## src/rtl/alu_pipe_pkg.sv

```systemverilog
// Shared opcode map and flag bundle for the pipelined ALU.
// Imported by alu_core, alu_pipe and alu_pipe_if.
package alu_pipe_pkg;
  localparam int OPW = 3;

  localparam logic [OPW-1:0] OP_ADD  = 3'd0;
  localparam logic [OPW-1:0] OP_SUB  = 3'd1;
  localparam logic [OPW-1:0] OP_ADDS = 3'd2;
  localparam logic [OPW-1:0] OP_SUBS = 3'd3;
  localparam logic [OPW-1:0] OP_AND  = 3'd4;
  localparam logic [OPW-1:0] OP_OR   = 3'd5;
  localparam logic [OPW-1:0] OP_XOR  = 3'd6;
  localparam logic [OPW-1:0] OP_CMP  = 3'd7;

  typedef struct packed {
    logic carry;
    logic ovf;
    logic zero;
    logic neg;
  } flags_t;
endpackage

```

## src/rtl/alu_pipe_core.sv

```systemverilog
// alu_core: combinational result plus carry/ovf/zero/neg.
// Ports: op, a, b in; res, flg out.
module alu_core
  import alu_pipe_pkg::*;
#(
  parameter int WIDTH = 8
) (
  input  logic [OPW-1:0]   op,
  input  logic [WIDTH-1:0] a,
  input  logic [WIDTH-1:0] b,
  output logic [WIDTH-1:0] res,
  output flags_t           flg
);
  localparam int M = WIDTH - 1;

  logic [WIDTH:0]   sum;
  logic [WIDTH:0]   dif;
  logic             add_v;
  logic             sub_v;
  logic             slt;
  logic [WIDTH-1:0] smax;
  logic [WIDTH-1:0] smin;

  always_comb begin
    sum   = {1'b0, a} + {1'b0, b};
    dif   = {1'b0, a} - {1'b0, b};
    add_v = (a[M] == b[M]) && (sum[M] != a[M]);
    sub_v = (a[M] != b[M]) && (dif[M] != a[M]);
    slt   = $signed(a) < $signed(b);
    smax  = {1'b0, {M{1'b1}}};
    smin  = {1'b1, {M{1'b0}}};
    res   = '0;
    flg   = '0;
    unique case (op)
      OP_ADD: begin
        res       = sum[M:0];
        flg.carry = sum[WIDTH];
        flg.ovf   = add_v;
      end
      OP_SUB: begin
        res       = dif[M:0];
        flg.carry = dif[WIDTH];
        flg.ovf   = sub_v;
      end
      // Overflow direction follows the sign of A.
      OP_ADDS: begin
        res       = add_v ? (a[M] ? smin : smax)
                          : sum[M:0];
        flg.carry = sum[WIDTH];
        flg.ovf   = add_v;
      end
      OP_SUBS: begin
        res       = sub_v ? (a[M] ? smin : smax)
                          : dif[M:0];
        flg.carry = dif[WIDTH];
        flg.ovf   = sub_v;
      end
      OP_AND: res = a & b;
      OP_OR:  res = a | b;
      OP_XOR: res = a ^ b;
      OP_CMP: begin
        res       = {{M{1'b0}}, slt};
        flg.carry = dif[WIDTH];
      end
      default: res = '0;
    endcase
    flg.zero = (res == '0);
    flg.neg  = res[M];
  end
endmodule

```

## src/rtl/alu_pipe.sv

```systemverilog
// alu_pipe: alu_core followed by STAGES elastic register stages.
// Ports: iCLK/iRST, input beat (iVALID/oREADY/op/A/B), result beat.
module alu_pipe
  import alu_pipe_pkg::*;
#(
  parameter int WIDTH  = 8,
  parameter int STAGES = 2
) (
  input  logic             iCLK,
  input  logic             iRST,
  input  logic             iVALID,
  output logic             oREADY,
  input  logic [OPW-1:0]   iOPCODE,
  input  logic [WIDTH-1:0] iDATAIN1,
  input  logic [WIDTH-1:0] iDATAIN2,
  output logic             oVALID,
  input  logic             iREADY,
  output logic [WIDTH-1:0] oDATAOUT,
  output logic             oCARRY,
  output logic             oOVF,
  output logic             oZERO,
  output logic             oNEG
);
  logic             adv;
  logic             last_v;
  logic [WIDTH-1:0] last_r;
  flags_t           last_f;
  logic [WIDTH-1:0] c_res;
  flags_t           c_flg;

  alu_core #(.WIDTH(WIDTH)) u_core (
    .op  (iOPCODE),
    .a   (iDATAIN1),
    .b   (iDATAIN2),
    .res (c_res),
    .flg (c_flg)
  );

  for (genvar s = 0; s < STAGES; s++) begin : g_st
    logic             v_in;
    logic [WIDTH-1:0] r_in;
    flags_t           f_in;
    logic             v_d;
    logic             v_q;
    logic [WIDTH-1:0] r_d;
    logic [WIDTH-1:0] r_q;
    flags_t           f_d;
    flags_t           f_q;

    if (s == 0) begin : g_head
      assign v_in = iVALID;
      assign r_in = c_res;
      assign f_in = c_flg;
    end else begin : g_body
      assign v_in = g_st[s-1].v_q;
      assign r_in = g_st[s-1].r_q;
      assign f_in = g_st[s-1].f_q;
    end

    always_comb begin
      v_d = v_q;
      r_d = r_q;
      f_d = f_q;
      if (adv) begin
        v_d = v_in;
        r_d = r_in;
        f_d = f_in;
      end
    end

    always_ff @(posedge iCLK) begin
      if (iRST) begin
        v_q <= 1'b0;
        r_q <= '0;
        f_q <= '0;
      end else begin
        v_q <= v_d;
        r_q <= r_d;
        f_q <= f_d;
      end
    end
  end

  assign last_v = g_st[STAGES-1].v_q;
  assign last_r = g_st[STAGES-1].r_q;
  assign last_f = g_st[STAGES-1].f_q;

  // Whole pipe moves together; it only freezes
  // when the output stage holds an unaccepted beat.
  always_comb begin
    adv      = !last_v || iREADY;
    oREADY   = adv && !iRST;
    oVALID   = last_v && !iRST;
    oDATAOUT = iRST ? '0 : last_r;
    oCARRY   = !iRST && last_f.carry;
    oOVF     = !iRST && last_f.ovf;
    oZERO    = !iRST && last_f.zero;
    oNEG     = !iRST && last_f.neg;
  end
endmodule

```

## config.mk

```make
export PLATFORM = sky130hd
export DESIGN_NAME = alu_pipe
export DESIGN_NICKNAME = d
export VERILOG_FILES = /design/src/rtl/alu_pipe_pkg.sv /design/src/rtl/alu_pipe_core.sv /design/src/rtl/alu_pipe.sv
export SDC_FILE = /design/constraint.sdc
export NUM_CORES = 1
export LEC_CHECK = 0
export ABC_AREA = 1
export CORE_UTILIZATION = 35
export DETAILED_ROUTE_END_ITERATION = 6
export GPL_TIMING_DRIVEN = 0
export PLACE_DENSITY = 0.64
export RECOVER_POWER = 50
export SLEW_MARGIN = 15
export SYNTH_ARGS = -nofsm -noshare
export SYNTH_HDL_FRONTEND = slang
export SYNTH_SLANG_ARGS = --single-unit
```

## constraint.sdc

```tcl
create_clock -name iCLK -period 4.9 [get_ports iCLK]
set_clock_uncertainty 0.05 [all_clocks]
set_input_delay 0.98 -clock iCLK [delete_from_list [all_inputs] [get_ports iCLK]]
set_output_delay 0.98 -clock iCLK [all_outputs]
set_load 0.05 [all_outputs]
```

[Word level (Yosys, flattened, before mapping)]
Cells that the tools add are included.
Widths: inputs -> output; s select.
Storage, ports and cells
  register bits after elaboration: 26
  output and inout port bits: 14
  logic and storage cells: 52
Operators by class
  $add $sub $neg: 2
  $lt $le $gt $ge: 1
  equal/unequal tests: 11
  multiplexer cells: 7
  bitwise operators: 3
  reductions and logical operators: 16
Operators by type and width (number)
  $pmux 8 s8: 1
  $mux 8: 4
  $eq 3x3->1 const B: 4
  $add 8x8->9: 1
  $sub 8x8->9: 1
  $and 8x8->8: 1
  $logic_and 1x1->1: 8
  $logic_not 8->1: 1
  $lt 8x8->1: 1
  $or 8x8->8: 1
  $xor 8x8->8: 1
  $eq 3x2->1 const B: 2
  $pmux 1 s2: 2
  $reduce_or 2->1: 2
  $eq 3x1->1 const B: 1
  $logic_not 3->1: 1
  $ne 1x1->1: 3
  $reduce_or 3->1: 1
  $logic_not 1->1: 2
  $eq 1x1->1: 1
  $logic_or 1x1->1: 1

[Depth between registers and ports, before layout]
Gate-level depths: netlist of the first run.
  depth after elaboration: 6
  gate-level depth with buffers: 22
  gate-level depth less buffers: 21

[Modules after synthesis]
From an unflattened synthesis of the first run, not the netlist that was laid out.
Unflattened totals
  cells, all modules: 455
  area, all modules: 2872.8 sq um
By module, submodules not included
  alu_core: instances 1, cells an instance 297, area an instance 1675.4 sq um, seq. area each 0.0 sq um
  alu_pipe: instances 1, cells an instance 158, area an instance 1197.4 sq um, seq. area each 520.5 sq um

[Least setup slack after synthesis of the first run]
OpenSTA, ideal clock, no wires.
  kind: in2out
  start point: in iRST
  end point: out oDATAOUT[7]
  data arrival time: 2.470 ns
  setup slack: 1.400 ns
  stages: 4
  path buffers: 3
  path through: clkbuf_1 > clkbuf_1 > nor2_1 > buf_4
On the way
  longest elaborated chain between the ends: 1
Ends and longest elaborated chain
  from (decl): line alu_pipe.sv:10  | input logic iRST,
  $mux 8: line alu_pipe.sv:94  | oDATAOUT = iRST ? '0 : last_r;
  to (decl): line alu_pipe.sv:18  | output logic [WIDTH-1:0] oDATAOUT,
Every way passes these cells.

[Worst setup path in the final report of the first run]
  start point: in iDATAIN1[6]
  end point: reg g_st[0].f_q[1] in the netlist's numbering
On the way
  longest elaborated chain between the ends: 6
  elaborated cells between the ends (all ways): 14
Ends and longest elaborated chain
  from (decl): line alu_pipe.sv:14  | input logic [WIDTH-1:0] iDATAIN1,
  $sub 8x8->9 / $add 8x8->9 (equally long branches): line alu_pipe_core.sv:26, alu_pipe_core.sv:25
  $ne 1x1->1 (on tied branches): line alu_pipe_core.sv:28, alu_pipe_core.sv:27
  $logic_and 1x1->1 (on tied branches): line alu_pipe_core.sv:28, alu_pipe_core.sv:27
  $mux 8 (on tied branches): line alu_pipe_core.sv:53, alu_pipe_core.sv:47
  $pmux 8 s8 *: line alu_pipe_core.sv:34  | unique case (op)
  $logic_not 8->1 *: line alu_pipe_core.sv:67  | flg.zero = (res == '0);
  to (signal assigned): line alu_pipe.sv:75  | f_q <= '0;
  to (signal assigned): line alu_pipe.sv:79  | f_q <= f_d;
  to (decl): line alu_pipe.sv:48  | flags_t f_q;
Every way passes the cells marked *; elsewhere a longest branch is shown, timed or not.
A chain may end at the register's enable or synchronous reset.

==> impl_metrics.yaml, run 1 <==
outcome:
  status: "finished, final reports clean"
floorplanning:
  die_y_um: 86.7
  die_area_um2: 7520
  ios: 37
  core_region_area_um2: 6870
  fp-row-count: 30
  start_util_pct: 36.6
  dieWidth_um: 86.7
grt:
  antenna_found_initial: 0
  grt-ovfl-total: 0
  grt_max_degree: 14
  grt_pass1_vias: 2471
  grt_pass1_wl_mm: 11.0
  grt_usage_pct: 18.3
cts:
  clock-sinks: 24
  ctsHoldBuffers: 0
  clockRootBuffer: "clkbuf_8"
  clockBufferDepth: 2
  cts_tree: "built"
  cts_resized: 0
  postCtsSetupRepairBufs: 0
  cts_made_buffers: 3
  clkTransAtPathRegs_ps: 80
  cts-htree-levels: 1
  clk_latency_ps: 260
logic_synthesis:
  synth.ff_latch_count: 24
  ys_seq_area_share_pct: 19.1
  syn-num-nets: 446
  yosysUniqueCellTypes: 45
  ys.warnings.count: 0
  avgSynthCellArea_um2: 6.34
  netlist_instances: 396
  netlist_area_um2: 2510
setup_path:
  worst_setup_path_start_kind: "input pin"
  cp_max_fo: 8
  crit_path_end_kind: "flip-flop"
  crit_arrival_ps: 4310
  path_class: "input pin to flip-flop"
  required_ps: 4990
sta:
  worst_pin_slew_ps: 508
  slew_viol_final: 0
  finalHoldViolations: 0
  maxSlewHeadroom_pct: 66.0
  clock.fmax_ghz: 0.237
  holdWs_ps: 410
  min_period_over_period_pct: 86.1
  fin_crit_ps: 4220
  setup_slack_ps: 682
  rsz0062_at_grt: "no"
  setup_violations: 0
  finalSetupTns_ps: 0
power:
  powerDensity_nw_per_um2: 210
  p_leak_nw: 1.53
  p_total_uw: 636
  ir_worst_vdd_v: 0.000129
cells_and_area:
  finalNonFillerCells: 530
  drive_gt1_share_pct: 9.91
  synthToLayoutAreaGrowth_pct: 20.5
  postLayoutCoreUtil_pct: 44.0
  design_area_um2: 3030
  insertedDiodeCount: 0
  nets: 485
route:
  wl_mm: 6.46
  postRouteAntennaNets: 0
  first_pass_iters: 4
  wl_per_cell_um: 12.2
  drc: 0
  vias_per_cell: 4.89
  via_count: 2592
  drt_iter0_markers: 213
placement:
  place_area_um2: 2970
  numPortBuffers: 34
  dp_hpwl_mm: 5.35
  gp_congestion: 0.881
  dp.cells: 526
  post-place-ws_ps: 407
worst_hold_path:
  hold_path_class: "flip-flop to flip-flop"
flow_run:
  max_cap_violations: 0
==> path summary, 6_finish.rpt <==
path | startpoint | end | slack (ps) | cells past startpoint
setup / recovery | iDATAIN1[6] | g_st[0].f_q[1] | 680 | 18
hold reg to reg | g_st[0].f_q[3] | g_st[1].f_q[3] | 410 | 2
hold / removal | g_st[0].f_q[3] | g_st[1].f_q[3] | 410 | 2
setup reg to reg | g_st[1].v_q | g_st[1].r_q[3] | 3220 | 6
==> critical path, stage by stage <==
cell and delay [ps]:
clkdlybuf4s50_1 510, inv_1 60, ha_1 270, buf_2 180
inv_1 90, a21oi_1 160, o21ai_0 100, a21oi_1 310
fa_1 520, inv_1 160, nand4_2 180, nand2_2 140
inv_1 80, and3_1 200, a21boi_2 170, nor2_1 70
nand3_1 90, a21oi_2 50
==> cell usage after synthesis, drive strengths merged <==
master / number / area, um^2
or2: 1 / 6.26
nor2: 46 / 183
nor3: 6 / 40.0
xor2: 3 / 26.3
xnor2: 1 / 8.76
o21ai: 15 / 78.8
o22ai: 1 / 6.26
a211oi: 2 / 20.0
a21boi: 1 / 11.3
ha: 24 / 300
and3: 1 / 6.26
dfxtp: 24 / 480
o21a: 1 / 7.51
nand3: 34 / 198
o311ai: 1 / 8.76
nand2: 96 / 385
o2111ai: 1 / 8.76
clkinv: 1 / 8.76
buf: 9 / 61.3
a21oi: 30 / 173
o211a: 1 / 10.0
o211ai: 2 / 15.0
inv: 74 / 278
nand4: 5 / 37.5
clkbuf: 4 / 15.0
o21bai: 1 / 7.51
o22a: 8 / 70.1
fa: 3 / 60.1
==> placed cells by master, fill, tap and decap left out, types with 2 or more instances in the layout <==
| cell type | synthesis | routed |
|---|---|---|
| o211ai_1 | 2 | 2 |
| buf_4 | 2 | 2 |
| nand4_1 | 4 | 4 |
| nand3_2 | 3 | 3 |
| a21oi_2 | 3 | 3 |
| nand2_1 | 88 | 88 |
| ha_1 | 24 | 24 |
| nor3_2 | 2 | 2 |
| nand2_2 | 7 | 7 |
| nor2_1 | 44 | 44 |
| clkdlybuf4s50_1 | 0 | 27 |
| o22a_1 | 8 | 8 |
| o21ai_0 | 13 | 13 |
| nand3_1 | 30 | 30 |
| buf_6 | 2 | 2 |
| inv_1 | 67 | 67 |
| inv_2 | 7 | 7 |
| xor2_1 | 3 | 3 |
| clkbuf_8 | 0 | 4 |
| fa_1 | 3 | 3 |
| dfxtp_1 | 24 | 24 |
| nor3_1 | 4 | 4 |
| clkbuf_1 | 4 | 6 |
| dlygate4sd3_1 | 0 | 7 |
| buf_2 | 4 | 3 |
| a21oi_1 | 26 | 26 |
==> final cells by class <==
type,instances,area (um^2)
tap,96,120
sequential,24,480
timing repair buffer,34,340
inverter,75,287
clock buffer,4,55.1
buffer,13,75.1
fill,724,3840
multi-input combinational,284,1670
==> metal layers <==
layer	part of all wire (%)	vias to the layer above	track usage, %
met5	0	-	0
met4	0.90	0	3.48
met3	5.0	6	2.10
met2	46	76	32.1
met1	48	1176	24.2
li1	-	1334	-
==> kinds of logic (layout without fill, tap and decap cells) <==
family	count (synthesis)	after routing	synth area share, %
buffers and inverters	88	126	14.4
AND/OR/NAND/NOR	189	189	34.1
AO/OA/AOI/OAI	64	64	16.6
flip-flops	24	24	19.1
adder cells (fa/ha/maj)	27	27	14.3
XOR/XNOR	4	4	1.40
==> power breakdown <==
part	internal, mW	switching, mW	leakage, nW
combinational	0.105	0.181	1.31
clock	0.0717	0.0590	0.0288
sequential	0.213	0.00607	0.198
total	0.390	0.246	1.53
==> flip-flops by register name, indices dropped and copies added (netlist names) <==
| signal | count |
|---|---|
| g_st.r_q | 16 |
| g_st.f_q | 6 |
| g_st.v_q | 2 |
Power figures use the tool's default switching activity.
==> inputs of run 2 (changes only) <==
--- a/config.mk
+++ b/config.mk
@@ -6,10 +6,12 @@
 export NUM_CORES = 1
 export LEC_CHECK = 0
 export ABC_AREA = 1
-export CORE_UTILIZATION = 35
+export CELL_PAD_IN_SITES_DETAIL_PLACEMENT = 1
+export CELL_PAD_IN_SITES_GLOBAL_PLACEMENT = 2
+export CORE_UTILIZATION = 32
 export DETAILED_ROUTE_END_ITERATION = 6
 export GPL_TIMING_DRIVEN = 0
-export PLACE_DENSITY = 0.64
+export PLACE_DENSITY = 0.95
 export RECOVER_POWER = 50
 export SLEW_MARGIN = 15
 export SYNTH_ARGS = -nofsm -noshare
==> impl_metrics.yaml, run 2 (same netlist as run 1, synthesis figures left out) <==
worst_hold_path:
  worstHoldEndpoint: "g_st[1].f_q[3]"
  hold_depth: 2
  hold_path_class: "flip-flop to flip-flop"
  holdCritStartpoint: "g_st[0].f_q[3]"
cells_and_area:
  synthToLayoutAreaGrowth_pct: 20.6
  insertedDiodeCount: 0
  largest_register: "g_st.r_q"
  reg_top3: "g_st.r_q x16, g_st.f_q x6, g_st.v_q x2"
  n_fill_cell: 997
  nets: 485
  largest_reg_flops: 16
  final_cell_mix: "nand2_1, inv_1, nor2_1, nand3_1, clkdlybuf4s50_1"
  finalNonFillerCells: 533
  final_common_cell: "nand2_1"
  drive_gt1_share_pct: 9.91
  postLayoutCoreUtil_pct: 40.9
setup_path:
  r2r.worst_path.cells: 6
  required_ps: 4990
  path_class: "input pin to flip-flop"
  crit_slowest_cell: "clkdlybuf4s50_1"
  cpMostUsedCell: "inv_1"
  worst_path_largest_cell_delay_ps: 520
  r2r_slack_ps: 3260
  reg2reg_from: "g_st[1].v_q"
  cp_max_fo: 9
  crit_path_end_kind: "flip-flop"
  crit_family: "buffers and inverters"
  crit_arrival_ps: 4370
  crit_buf_inv: 7
  cp_cell_sequence: "clkdlybuf4s50_1 -> inv_1 -> ha_1 -> buf_6 -> inv_1 -> nand2_1 -> nand2_1 -> inv_1 -> nand2_1 -> a21oi_1 -> fa_1 -> inv_1 -> nand4_2 -> nand2_2 -> inv_1 -> and3_1 -> a21boi_2 -> nor2_1 -> nand3_1 -> a21oi_2"
  r2r_end: "g_st[0].f_q[1]"
  worst_setup_path_start_kind: "input pin"
grt:
  grt-ovfl-total: 0
  antenna_found_initial: 0
  grt_max_degree: 14
  grt_usage_pct: 18.9
  grt_pass1_wl_mm: 12.7
  grt_pass1_vias: 2691
cts:
  cts-htree-levels: 1
  postCtsSetupRepairBufs: 0
  clockRootBuffer: "clkbuf_8"
  cts_tree: "built"
  clkTransAtPathRegs_ps: 80
  ctsHoldBuffers: 0
  cts_made_buffers: 3
  clk_latency_ps: 270
  clock-sinks: 24
  cts_resized: 0
  clockBufferDepth: 2
route:
  first_pass_iters: 4
  postRouteAntennaNets: 0
  route.met3.wl_um: 135
  drc: 0
  wl_mm: 7.29
  topRoutingLayerUsed: "met4"
  wl_met1_mm: 3.31
  wl_met2_mm: 3.75
  vias_per_cell: 4.81
  drt_iter0_markers: 58
  wl_per_cell_um: 13.7
  via_count: 2563
sta:
  min_period_over_period_pct: 87.3
  clock.fmax_ghz: 0.234
  slew_viol_final: 0
  holdWs_ps: 419
  finalSetupTns_ps: 0
  setup_violations: 0
  worst_pin_slew_ps: 495
  rsz0062_at_grt: "no"
  fin_crit_ps: 4280
  setup_slack_ps: 622
  maxSlewHeadroom_pct: 66.9
  finalHoldViolations: 0
power:
  clock_power_share_pct: 20.8
  power.switching_uw: 253
  switching_share_pct: 39.3
  ir_worst_vdd_v: 0.0000931
  p_leak_nw: 1.53
  power_frac_comb_pct: 45.0
  pwr-share-seq_pct: 34.2
  powerDensity_nw_per_um2: 212
  intPower_uw: 390
outcome:
  status: "finished, final reports clean"
floorplanning:
  ios: 37
  die_area_um2: 8210
  die_y_um: 90.6
  core_region_area_um2: 7410
  dieWidth_um: 90.6
  start_util_pct: 33.9
  fp-row-count: 31
placement:
  gp_congestion: 0.840
  dp.cells: 529
  post-place-ws_ps: 311
  dp_hpwl_mm: 6.16
  numPortBuffers: 34
flow_run:
  max_cap_violations: 0
-- run 2: metrics by stage --
step | power [mW] | cell area [um^2]
2_1_floorplan | 0.426 | 2510
3_3_place_gp | 0.508 | 2980
3_5_place_dp | 0.516 | 2980
4_1_cts | 0.649 | 3030
5_1_grt | 0.694 | 3030
6_report | 0.643 | 3030
-- run 2: layout make-up --
cell class                 count  area (um^2)  area share [%]
buffer                        13         75.1            2.48
clock buffer                   4         55.1            1.82
inverter                      75          287            9.46
multi-input combinational    284         1670            55.1
sequential                    24          480            15.9
tap                           99          124            4.09
timing repair buffer          34          340            11.2
-- run 2: worst min-delay path: stages, from the launching register on --
cell	delay (ps)
dfxtp_1	310
inv_1	60
a21oi_1	60
-- run 2: layer usage --
layer	track usage, %	vias up
met5	0	-
met2	35.6	43
li1	-	1331
met4	5.11	0
met1	22.9	1179
met3	1.18	10
-- run 2: how the worst max path moves through the flow --
stage | to | from | slack, ps | depth (start not counted)
6_report | g_st[0].f_q[1] | iDATAIN1[2] | 620 | 20
2_1_floorplan | oDATAOUT[7] | iRST | 1400 | 4
3_3_place_gp | g_st[0].f_q[1] | iDATAIN1[6] | 350 | 18
3_5_place_dp | g_st[0].f_q[1] | iDATAIN1[2] | 310 | 20
4_1_cts | g_st[0].f_q[1] | iDATAIN1[2] | 590 | 20
5_1_grt | g_st[0].f_q[1] | iDATAIN2[2] | 330 | 20
-- run 2: power groups by stage --
| stage | Clock (mW) | Sequential [mW] | Combinational, mW |
|---|---|---|---|
| final | 0.133 | 0.220 | 0.289 |
| after floorplan | 0 | 0.222 | 0.204 |
| after detailed placement | 0 | 0.225 | 0.291 |
| after CTS | 0.136 | 0.220 | 0.293 |
| after global placement | 0 | 0.224 | 0.284 |
| after global routing | 0.145 | 0.222 | 0.327 |
